<file path="src/rtl/approx_add_pipe.sv">
// approx_add_pipe: signed approximate adder (lower-part OR, split carry chain) with an elastic
// valid/ready pipeline. Define APPROX_ADD_STAT_EN to build the txn_cnt/err_sum statistics.
module approx_add_pipe #(
  parameter int W      = 16,
  parameter int K      = 4,
  parameter int STAGES = 2
) (
  input  logic         clk,
  input  logic         rst_n,
  input  logic         in_valid,
  output logic         in_ready,
  input  logic [W-1:0] A,
  input  logic [W-1:0] B,
  output logic         out_valid,
  input  logic         out_ready,
  output logic [W:0]   O,
  input  logic         stat_clr,
  output logic [31:0]  txn_cnt,
  output logic [31:0]  err_sum
);
  localparam int LW = (K > 0) ? K : 1;
  localparam int UW = W + 1 - K;
  localparam int CH = (UW + STAGES - 1) / STAGES;
  localparam int PW = CH * STAGES;
  localparam int L  = STAGES - 1;

  function automatic logic [CH:0] add_chunk(input logic [CH-1:0] x, input logic [CH-1:0] y,
                                            input logic ci);
    return {1'b0, x} + {1'b0, y} + {{CH{1'b0}}, ci};
  endfunction

  // Upper operands are sign-extended to PW so every stage adds one equal-width chunk;
  // the low UW bits of the padded sum equal the wrap-around sum at UW bits.
  logic signed [W-K-1:0] a_up, b_up;
  logic        [PW-1:0]  a_ext, b_ext;
  logic        [LW-1:0]  lo_in;
  logic                  c_in;

  assign a_up  = A[W-1:K];
  assign b_up  = B[W-1:K];
  assign a_ext = {{(PW-W+K){a_up[W-K-1]}}, a_up};
  assign b_ext = {{(PW-W+K){b_up[W-K-1]}}, b_up};

  generate
    if (K > 0) begin : g_lo
      assign lo_in = A[LW-1:0] | B[LW-1:0];
      assign c_in  = A[LW-1] & B[LW-1];
    end else begin : g_nolo
      assign lo_in = '0;
      assign c_in  = 1'b0;
    end
  endgenerate

  logic [STAGES-1:0] vld_q, vld_d, ld, adv, en, cy_q, cy_d;
  logic [PW-1:0]     a_q [STAGES];
  logic [PW-1:0]     b_q [STAGES];
  logic [PW-1:0]     s_q [STAGES];
  logic [PW-1:0]     a_d [STAGES];
  logic [PW-1:0]     b_d [STAGES];
  logic [PW-1:0]     s_d [STAGES];
  logic [LW-1:0]     lo_q [STAGES];
  logic [LW-1:0]     lo_d [STAGES];

  // A stage loads when empty or when its content moves on; readiness ripples back from the output.
  always_comb begin
    logic nxt;
    nxt = out_ready;
    for (int s = L; s >= 0; s--) begin
      adv[s] = vld_q[s] & nxt;
      ld[s]  = ~vld_q[s] | adv[s];
      nxt    = ld[s];
    end
  end

  always_comb begin
    logic [PW-1:0] a_src, b_src, s_src;
    logic [LW-1:0] lo_src;
    logic          c_src, v_src;
    logic [CH:0]   r;
    for (int s = 0; s < STAGES; s++) begin
      if (s == 0) begin
        a_src  = a_ext;
        b_src  = b_ext;
        s_src  = '0;
        lo_src = lo_in;
        c_src  = c_in;
        v_src  = in_valid;
      end else begin
        a_src  = a_q[(s > 0) ? s - 1 : 0];
        b_src  = b_q[(s > 0) ? s - 1 : 0];
        s_src  = s_q[(s > 0) ? s - 1 : 0];
        lo_src = lo_q[(s > 0) ? s - 1 : 0];
        c_src  = cy_q[(s > 0) ? s - 1 : 0];
        v_src  = vld_q[(s > 0) ? s - 1 : 0];
      end
      r                 = add_chunk(a_src[s*CH +: CH], b_src[s*CH +: CH], c_src);
      s_src[s*CH +: CH] = r[CH-1:0];
      a_d[s]   = a_src;
      b_d[s]   = b_src;
      s_d[s]   = s_src;
      lo_d[s]  = lo_src;
      cy_d[s]  = r[CH];
      en[s]    = ld[s] & v_src;
      vld_d[s] = ld[s] ? v_src : vld_q[s];
    end
  end

  always_ff @(posedge clk) begin
    if (!rst_n) vld_q <= '0;
    else        vld_q <= vld_d;
    for (int s = 0; s < STAGES; s++) begin
      if (en[s]) begin
        a_q[s]  <= a_d[s];
        b_q[s]  <= b_d[s];
        s_q[s]  <= s_d[s];
        lo_q[s] <= lo_d[s];
        cy_q[s] <= cy_d[s];
      end
    end
  end

  logic [W:0] o_raw;
  generate
    if (K > 0) begin : g_o
      assign o_raw = {s_q[L][UW-1:0], lo_q[L]};
    end else begin : g_o_exact
      assign o_raw = s_q[L][UW-1:0];
    end
  endgenerate

  assign out_valid = vld_q[L];
  assign in_ready  = ld[0];
  assign O         = (rst_n && vld_q[L]) ? o_raw : '0;

  logic unused_tail;
  assign unused_tail = ^{a_q[L], b_q[L], s_q[L], lo_q[L], cy_q[L], adv[0]};

`ifdef APPROX_ADD_STAT_EN
  localparam int EW = (W + 3 > 33) ? W + 3 : 33;

  function automatic logic [31:0] sat_add(input logic [31:0] acc, input logic [W+1:0] inc);
    logic [EW-1:0] t;
    t = EW'(acc) + EW'(inc);
    return (|t[EW-1:32]) ? 32'hFFFF_FFFF : t[31:0];
  endfunction

  logic signed [W:0]   ex_in;
  logic signed [W:0]   ex_q [STAGES];
  logic signed [W+1:0] diff;
  logic        [W+1:0] abs_err;
  logic        [31:0]  txn_q, txn_d, err_q, err_d;
  logic                hs;

  assign ex_in = {A[W-1], A} + {B[W-1], B};

  // Exact sum travels with the approximate one so the error is measured on the delivered pair.
  always_ff @(posedge clk) begin
    for (int s = 0; s < STAGES; s++) begin
      if (en[s]) ex_q[s] <= (s == 0) ? ex_in : ex_q[(s > 0) ? s - 1 : 0];
    end
  end

  assign hs      = vld_q[L] & out_ready;
  assign diff    = {ex_q[L][W], ex_q[L]} - {o_raw[W], o_raw};
  assign abs_err = diff[W+1] ? -diff : diff;

  always_comb begin
    txn_d = txn_q;
    err_d = err_q;
    if (stat_clr) begin
      txn_d = hs ? 32'd1 : 32'd0;
      err_d = hs ? sat_add(32'd0, abs_err) : 32'd0;
    end else if (hs) begin
      txn_d = (txn_q == 32'hFFFF_FFFF) ? txn_q : txn_q + 32'd1;
      err_d = sat_add(err_q, abs_err);
    end
  end

  always_ff @(posedge clk) begin
    if (!rst_n) begin
      txn_q <= '0;
      err_q <= '0;
    end else begin
      txn_q <= txn_d;
      err_q <= err_d;
    end
  end

  assign txn_cnt = txn_q;
  assign err_sum = err_q;
`else
  logic unused_stat;
  assign unused_stat = stat_clr;
  assign txn_cnt     = '0;
  assign err_sum     = '0;
`endif

endmodule
</file>
<file path="config.mk">
export PLATFORM = sky130hd
export DESIGN_NAME = approx_add_pipe
export DESIGN_NICKNAME = d
export VERILOG_FILES = /design/src/rtl/approx_add_pipe.sv
export SDC_FILE = /design/constraint.sdc
export NUM_CORES = 1
export LEC_CHECK = 0
export BUFFER_PORTS_ARGS = -buffer_cell sky130_fd_sc_hd__buf_2
export CORE_MARGIN = 5
export CORE_UTILIZATION = 50
export CTS_BUF_LIST = sky130_fd_sc_hd__clkbuf_2
export CTS_CLUSTER_SIZE = 8
export DETAILED_ROUTE_END_ITERATION = 7
export GPL_TIMING_DRIVEN = 1
export PLACE_DENSITY = 0.94
export SLEW_MARGIN = 20
export SYNTH_ARGS = -nofsm -noshare
export SYNTH_HDL_FRONTEND = slang
export SYNTH_SLANG_ARGS = --single-unit
</file>
<file path="constraint.sdc">
create_clock -name clk -period 7.4 [get_ports clk]
set_input_delay 2.22 -clock clk [delete_from_list [all_inputs] [get_ports clk]]
set_output_delay 2.22 -clock clk [all_outputs]
set_load 0.05 [all_outputs]
</file>
==> impl_metrics.py, run 1 <==
metrics = {
    "final_layout": {
        "final_nets": 311,
        "final_common_cell": "conb_1",
        "final_area_sq_mm": 0.00251,
        "fin_cells": 315,
        "mostFrequentLayoutCells": "conb_1, buf_2, edfxtp_1, and3_1, inv_1",
        "num_antenna_cells": 0,
        "drive_gt1_frac": 0.264,
        "syn2layout_area_growth_pct": 5.63,
    },
    "floorplanning": {
        "die_area_sq_mm": 0.00623,
        "start_util": 0.510,
        "die_h_um": 79.0,
        "coreArea_sq_mm": 0.00466,
        "die_x_um": 79.0,
        "rows": 25,
        "ios": 120,
    },
    "cts": {
        "cts_post_setup_buffers_inserted": 0,
        "cts_root_buf": "clkbuf_2",
        "cts_htree_levels": 2,
        "cts_tree": "yes",
        "numCtsBuffers": 5,
        "clk_pin_slew_worst_paths_ns": 0.18,
        "cts_buffer_depth": 2,
        "clock-sinks": 41,
        "cts_hold_buf": 0,
        "insertion_delay_ns": 0.38,
        "cts_resized": 0,
    },
    "power": {
        "switchingPower_w": 0.000181,
        "p_comb_frac": 0.276,
        "p_per_area_mw_per_mm2": 205,
        "p_clk_frac": 0.178,
        "ir_worst_vdd_mv": 0.0591,
        "swShare": 0.350,
        "p_leak_nw": 1.27,
        "pwr-share-seq": 0.546,
        "power.internal_w": 0.000335,
    },
    "logic_synthesis": {
        "syn_inst": 201,
        "async_reset_ff_frac": 0,
        "seq_area_frac_synth": 0.509,
        "synth_edf_count": 39,
        "ys_types": 29,
        "synthFlopType": "edfxtp_1",
        "ys_ff_latch": 41,
        "synth_warnings": 0,
        "syn_area_sq_mm": 0.00238,
        "synth.avg_cell_area_sq_um": 11.8,
    },
    "timing": {
        "fmax_mhz": 196,
        "rsz0062_at_grt": "no",
        "drv_slew": 0,
        "setup_ws_ns": 2.30,
        "fin_crit_ns": 5.10,
        "finalCritPeriodShare": 0.690,
        "tns_ns": 0,
        "setup_viol": 0,
        "tightest_slew_ns": 0.954,
        "slew_headroom": 0.364,
        "skew_ns": 0.0131,
        "hold_viol": 0,
    },
    "detailed_routing": {
        "dr.first_iter.drc_count": 40,
        "via_count": 1315,
        "vias_per_cell": 4.17,
        "wl_per_cell_um": 11.2,
        "drt-total-wl_um": 3540,
        "drc_errors": 0,
        "dr.pass1.iters": 4,
        "ant_nets": 0,
    },
    "global_route": {
        "grt_antenna_before_repair": 0,
        "grt_use_total": 0.113,
        "grt.overflow.total": 0,
        "grt_pass1_wl_um": 5470,
        "grt_max_degree": 23,
        "grt_pass1_vias": 1284,
    },
    "worst_setup_path": {
        "critPathCaptureType": "output pin",
        "critPathLaunchType": "input port",
        "path_class": "input port to output pin",
        "path_max_fanout": 19,
        "cp.required_ns": 5.18,
        "startpoint": "rst_n",
        "cp.arrival_ns": 2.88,
        "r2r-start": "vld_q[1]$_SDFFE_PN0P_",
    },
    "placed_design": {
        "gp_congestion": 0.721,
        "dp_hpwl_um": 2980,
        "placed_area_sq_mm": 0.00247,
        "portBuffers": 54,
        "dp_cells": 307,
        "dp_slack_ns": 2.29,
    },
    "flow_run": {
        "cap_violations": 0,
    },
    "outcome": {
        "status": "complete, no violations",
    },
    "worst_hold_path": {
        "min_path_type": "flop to flop",
        "hp-start": "s_q[0][5]$_DFFE_PP_",
    },
}
[worst max-delay path, stage by stage]
cell and delay [ns]:
buf_2 0.21, and3_1 0.19, buf_2 0.26
[cell type report]
| class | instances | area, sq um |
|---|---|---|
| multi-input combinational | 142 | 858 |
| fill | 414 | 2150 |
| inverter | 15 | 56.3 |
| clock buffer | 8 | 40.0 |
| sequential | 41 | 1210 |
| timing repair buffer | 55 | 278 |
| tap | 54 | 67.6 |
[Yosys cell counts (all sizes together), types with 2 or more instances]
library cell	instances	area, sq um
a21oi	6	30.0
nor2b	6	45.0
nor2	3	11.3
xnor2	4	35.0
buf	64	480
o21ai	4	20.0
ha	10	125
fa	4	80.1
edfxtp	39	1170
nand2	3	11.3
inv	15	56.3
and3	17	106
a21o	2	15.0
o21a	4	30.0
or2	4	25.0
xor2	2	17.5
clkbuf	2	7.51
dfxtp	2	40.0
[cells by family after synthesis]
group | count (synthesis) | share of synthesized area
buffers and inverters | 81 | 0.229
flip-flops | 41 | 0.509
AND/OR/NAND/NOR | 37 | 0.0942
AO/OA/AOI/OAI | 21 | 0.0574
adder cells (fa/ha/maj) | 14 | 0.0863
XOR/XNOR | 6 | 0.0221
other | 1 | 0.00158
[final timing paths]
check                    endpoint  slack (ns)  cells past startpoint
min reg2reg  s_q[0][19]$_DFFE_PP_        0.43                      0
min          s_q[0][19]$_DFFE_PP_        0.43                      0
max                          O[8]        2.30                      3
max reg2reg   s_q[0][5]$_DFFE_PP_        5.50                      3
[power groups by stage]
stage	clock network, W	logic [W]	registers, W
2_1_floorplan	0	0.000146	0.000286
3_3_place_gp	0	0.000139	0.000286
3_5_place_dp	0	0.000141	0.000287
4_1_cts	0.0000953	0.000142	0.000282
5_1_grt	0.000105	0.000153	0.000284
6_report	0.0000917	0.000142	0.000282
[flip-flops by register name, indices dropped and copies added (netlist names)]
register  flops
s_q          20
lo_q          8
a_q           5
vld_q         2
cy_q          1
b_q           5
[routing by layer]
| metal | share of wire | track usage | wire length, um |
|---|---|---|---|
| met1 | 0.37 | 0.122 | 1320 |
| met2 | 0.54 | 0.205 | 1920 |
| met3 | 0.059 | 0.0295 | 208 |
| met4 | 0.023 | 0.0567 | 80 |
| met5 | 0 | 0 | 0 |
[metrics by stage]
stage,hold WS (ns),util,total power (W)
finish,0.427,0.539,0.000516
global route,0.449,0.539,0.000542
CTS,0.433,0.539,0.000519
detailed placement,0.405,0.530,0.000429
global placement,0.404,0.530,0.000425
floorplan,0.400,-,0.000432
(Power assumes the default switching activity.)
==> run 2, diff against run 1 <==
Settings changed: ABC_AREA from default to 1, CORE_UTILIZATION 50 to 48, PLACE_DENSITY 0.94 to 0.9.
Clock period 7.4 ns to 5 ns, I/O delays scaled along.
==> impl_metrics.py, run 2 <==
metrics = {
    "final_layout": {
        "num_antenna_cells": 0,
        "final_nets": 354,
        "mostFrequentLayoutCells": "conb_1, buf_2, inv_1, edfxtp_1, nand2_1",
        "drive_gt1_frac": 0.234,
        "syn2layout_area_growth_pct": 8.62,
        "final_area_sq_mm": 0.00265,
        "largest-register": "s_q",
        "largestRegisters": "s_q: 20 flops, lo_q: 8 flops",
        "final_common_cell": "conb_1",
        "largest_reg_flops": 20,
    },
    "global_route": {
        "grt_pass1_wl_um": 5680,
        "grt.overflow.total": 0,
        "grt_use_total": 0.113,
        "grt_max_degree": 23,
        "grt_antenna_before_repair": 0,
        "grt_pass1_vias": 1346,
    },
    "worst_setup_path": {
        "path_common_cell": "buf_2",
        "slowest_delay_ns": 0.28,
        "r2r_cells": 7,
        "cp_slowest_cell": "buf_2",
        "crit_chain": "buf_2 -> nand2_2 -> nor2_1 -> buf_2",
        "critPathLaunchType": "input port",
        "cp.required_ns": 3.50,
        "critPathCaptureType": "output pin",
        "path_class": "input port to output pin",
        "cp.arrival_ns": 2.19,
        "path_max_fanout": 17,
    },
    "logic_synthesis": {
        "yosysTopAreaCellShare": 0.480,
        "synth_warnings": 0,
        "synth_common_cells": "buf_4, inv_1, edfxtp_1, nand2_1, nor2_1",
        "async_reset_ff_frac": 0,
        "yosys.area.top_type": "edfxtp_1",
        "syn_inst": 243,
        "synth_edf_count": 39,
        "ys_ff_latch": 41,
        "seq_area_frac_synth": 0.497,
        "ys_types": 21,
        "syn_area_sq_mm": 0.00244,
        "yosysMostFrequentCell": "buf_4",
        "synthFlopType": "edfxtp_1",
        "synth_area_leaders": "edfxtp_1, buf_4, inv_1, ha_1, nand2_1",
        "synth.avg_cell_area_sq_um": 10.0,
    },
    "timing": {
        "setup_viol": 0,
        "hold_viol": 0,
        "fmax_mhz": 271,
        "fin_crit_ns": 3.69,
        "tns_ns": 0,
        "skew_ns": 0.0255,
        "finalCritPeriodShare": 0.738,
        "drv_slew": 0,
        "rsz0062_at_grt": "no",
        "tightest_slew_ns": 0.776,
        "slew_headroom": 0.482,
    },
    "power": {
        "swShare": 0.328,
        "ir_worst_vdd_mv": 0.167,
        "pwr-share-seq": 0.477,
        "power.internal_w": 0.000587,
        "p_clk_frac": 0.278,
        "switchingPower_w": 0.000286,
        "p_per_area_mw_per_mm2": 330,
        "p_comb_frac": 0.245,
        "p_leak_nw": 1.41,
    },
    "cts": {
        "cts_resized": 0,
        "clk_pin_slew_worst_paths_ns": 0.21,
        "cts_buffer_depth": 2,
        "cts_tree": "yes",
        "cts_hold_buf": 0,
        "clock-sinks": 41,
        "cts_htree_levels": 2,
        "cts_post_setup_buffers_inserted": 0,
        "insertion_delay_ns": 0.39,
        "cts_root_buf": "clkbuf_2",
        "numCtsBuffers": 5,
    },
    "detailed_routing": {
        "via_count": 1452,
        "dr.first_iter.drc_count": 38,
        "vias_per_cell": 3.88,
        "dr.pass1.iters": 4,
        "ant_nets": 0,
        "wl_per_cell_um": 10.2,
        "drc_errors": 0,
        "drt-total-wl_um": 3800,
    },
    "floorplanning": {
        "die_h_um": 81.3,
        "die_area_sq_mm": 0.00660,
        "start_util": 0.487,
        "ios": 120,
        "rows": 26,
        "coreArea_sq_mm": 0.00501,
        "die_x_um": 81.3,
    },
    "placed_design": {
        "gp_congestion": 0.753,
        "portBuffers": 54,
        "dp_hpwl_um": 3300,
        "placed_area_sq_mm": 0.00255,
    },
    "outcome": {
        "status": "complete, no violations",
    },
    "flow_run": {
        "cap_violations": 0,
    },
    "worst_hold_path": {
        "hold_path_depth": 0,
        "min_path_type": "flop to flop",
    },
}
## run 2: cell types whose count changed after synthesis, moves of 3 or more
cell	change
inv_1	+27
nand2_1	+24
nor2_1	+18
and3_1	-17
nand3_1	+5
nor2b_1	-5
o21a_1	-4
o21ai_0	-4
a21oi_1	+3
## run 2: final timing paths
| check | from | to | slack (ns) |
|---|---|---|---|
| max | rst_n | O[2] | 1.31 |
| min | s_q[0][1]$_DFFE_PP_ | s_q[0][15]$_DFFE_PP_ | 0.42 |
| max reg2reg | cy_q[0]$_DFFE_PP_ | s_q[0][25]$_DFFE_PP_ | 3.36 |
| min reg2reg | s_q[0][1]$_DFFE_PP_ | s_q[0][15]$_DFFE_PP_ | 0.42 |
## run 2: worst max-delay path: cells and delay by family
family | cells | cell delay [ns]
buffers and inverters | 2 | 0.38
and+or+nand+nor | 2 | 0.31
## run 2: layer usage
metal | track usage | up-vias | share of wire
li1 | - | 749 | -
met1 | 0.116 | 652 | 0.34
met2 | 0.215 | 45 | 0.59
met3 | 0.0266 | 6 | 0.055
met4 | 0.0507 | 0 | 0.014
met5 | 0 | - | 0
## run 2: power by group through the flow
| stage | sequential [W] | combinational (W) | clock [W] |
|---|---|---|---|
| 2_1_floorplan | 0.000424 | 0.000218 | 0 |
| 3_3_place_gp | 0.000423 | 0.000208 | 0 |
| 3_5_place_dp | 0.000425 | 0.000213 | 0 |
| 4_1_cts | 0.000417 | 0.000214 | 0.000248 |
| 5_1_grt | 0.000420 | 0.000233 | 0.000259 |
| 6_report | 0.000417 | 0.000214 | 0.000242 |
## run 2: final cells by class
| type | count | area [sq um] |
|---|---|---|
| clock buffers | 5 | 25.0 |
| clock inverters | 3 | 68.8 |
| fillers | 468 | 2360 |
| inverters | 43 | 161 |
| multi-input cells | 157 | 816 |
| flip-flops and latches | 41 | 1210 |
| well taps | 70 | 87.6 |
| repair buffers | 55 | 278 |
## run 2: logic make-up (layout without fill, tap and decap cells)
family / Yosys count / in the layout / share of synthesized area
compound gates: 9 / 9 / 0.0185
xor+xnor: 5 / 5 / 0.0180
buf+inv: 108 / 106 / 0.265
other cells: 1 / 64 / 0.00154
simple gates: 65 / 65 / 0.116
fa+ha+maj: 14 / 14 / 0.0842
flops: 41 / 41 / 0.497
## run 2: per-stage QoR
stage	hold WS, ns	worst slack [ns]	utilization	power (W)	instances
after global routing	0.443	1.19	0.528	0.000911	374
final	0.424	1.31	0.528	0.000873	374
after global placement	0.403	1.33	0.510	0.000631	366
after detailed placement	0.406	1.29	0.510	0.000638	366
after floorplan	0.400	1.05	-	0.000641	306
after CTS	0.427	1.29	0.528	0.000879	374
==> run 3, diff against run 2 <==
Clock period 5 ns to 3.57 ns, I/O delays scaled along.
==> impl_metrics.py, run 3 (synthesis gave the netlist of run 2 again) <==
metrics = {
    "power": {
        "finalPower_w": 0.00115,
        "p_per_area_mw_per_mm2": 439,
        "ir_worst_vdd_mv": 0.229,
        "p_leak_nw": 1.40,
    },
    "final_layout": {
        "syn2layout_area_growth_pct": 7.70,
        "drive_gt1_frac": 0.234,
        "largest-register": "s_q",
        "final_common_cell": "conb_1",
        "largestRegisters": "s_q: 20 flops, lo_q: 8 flops",
        "mostFrequentLayoutCells": "conb_1, buf_2, inv_1, edfxtp_1, nand2_1",
        "num_antenna_cells": 0,
        "largest_reg_flops": 20,
        "final_area_sq_mm": 0.00263,
        "fill_cells": 475,
        "final_nets": 354,
    },
    "detailed_routing": {
        "drc_errors": 0,
        "vias_per_cell": 3.93,
        "wl_per_cell_um": 10.2,
        "highest_layer": "met4",
        "dr.pass1.iters": 4,
        "drt-total-wl_um": 3810,
        "met3_length_um": 224,
        "dr.first_iter.drc_count": 41,
        "route.met2.wl_um": 2170,
        "via_count": 1470,
        "drt-met1-wl_um": 1320,
        "ant_nets": 0,
    },
    "global_route": {
        "grt_pass1_vias": 1351,
        "grt.overflow.total": 0,
        "grt_antenna_before_repair": 0,
        "grt_pass1_wl_um": 5690,
        "grt_max_degree": 23,
        "grt_use_total": 0.113,
    },
    "timing": {
        "rsz0062_at_grt": "no",
        "fin_crit_ns": 2.84,
        "slew_headroom": 0.485,
        "drv_slew": 0,
        "hold_viol": 0,
        "skew_ns": 0.0217,
        "tightest_slew_ns": 0.771,
        "finalCritPeriodShare": 0.796,
        "tns_ns": 0,
        "fmax_mhz": 352,
        "setup_viol": 0,
    },
    "cts": {
        "cts_htree_levels": 2,
        "clock-sinks": 41,
        "cts_hold_buf": 0,
        "cts_buffer_depth": 2,
        "cts_tree": "yes",
        "cts_root_buf": "clkbuf_2",
        "cts_post_setup_buffers_inserted": 0,
        "clk_pin_slew_worst_paths_ns": 0.21,
        "numCtsBuffers": 5,
        "cts_resized": 0,
        "insertion_delay_ns": 0.39,
    },
    "floorplanning": {
        "start_util": 0.487,
        "die_h_um": 81.3,
        "rows": 26,
        "die_area_sq_mm": 0.00660,
        "die_x_um": 81.3,
        "coreArea_sq_mm": 0.00501,
        "ios": 120,
    },
    "worst_setup_path": {
        "critPathLaunchType": "input port",
        "path_class": "input port to output pin",
        "reg2reg_slack_ns": 1.92,
        "cp.required_ns": 2.50,
        "path_max_fanout": 17,
        "critPathCaptureType": "output pin",
        "cp.arrival_ns": 1.77,
    },
    "placed_design": {
        "gp_congestion": 0.753,
        "portBuffers": 54,
        "placed_area_sq_mm": 0.00255,
        "dp_hpwl_um": 3230,
    },
    "flow_run": {
        "cap_violations": 0,
    },
    "outcome": {
        "status": "complete, no violations",
    },
    "worst_hold_path": {
        "min_path_type": "flop to flop",
    },
}
-- run 3: changes by cell type in the layout (fill, tap and decap cells not counted), sizes merged --
cell	previous run	this run
bufinv	2	1
inv	44	43
clkinv	0	1
clkinvlp	0	1
-- run 3: worst max-delay path, cell delays in order --
cell	delay [ns]
buf_2	0.10
nand2_2	0.17
nor2_1	0.15
buf_2	0.27
-- run 3: final timing paths --
check,startpoint,endpoint,cells after the start
min,s_q[0][1]$_DFFE_PP_,s_q[0][15]$_DFFE_PP_,0
min reg2reg,s_q[0][1]$_DFFE_PP_,s_q[0][15]$_DFFE_PP_,0
max,rst_n,O[10],4
max reg2reg,cy_q[0]$_DFFE_PP_,s_q[0][25]$_DFFE_PP_,7
-- run 3: per-layer routing --
layer	vias up	track usage
met3	11	0.0266
met5	-	0
li1	747	-
met1	651	0.114
met4	0	0.0642
met2	61	0.211
-- run 3: area by class of cell --
class	instances	area (sq um)	area share
Timing Repair Buffer	55	278	0.106
Multi-Input combinational cell	157	816	0.311
Sequential cell	41	1210	0.461
Clock inverter	3	46.3	0.0176
Clock buffer	5	25.0	0.00953
Tap cell	70	87.6	0.0334
Inverter	43	161	0.0615
-- run 3: power breakdown --
part | leakage [nW] | switching, W | internal (W)
clock | 0.0392 | 0.000148 | 0.000119
sequential | 0.387 | 0.0000103 | 0.000573
combinational | 0.972 | 0.000243 | 0.0000580
-- run 3: stage by stage --
step / setup WS (ns) / cells / util / hold WS, ns
2_1_floorplan: 0.482 / 306 / - / 0.400
3_3_place_gp: 0.756 / 366 / 0.510 / 0.403
3_5_place_dp: 0.713 / 366 / 0.510 / 0.405
4_1_cts: 0.712 / 374 / 0.524 / 0.432
5_1_grt: 0.626 / 374 / 0.524 / 0.441
6_report: 0.730 / 374 / 0.524 / 0.427
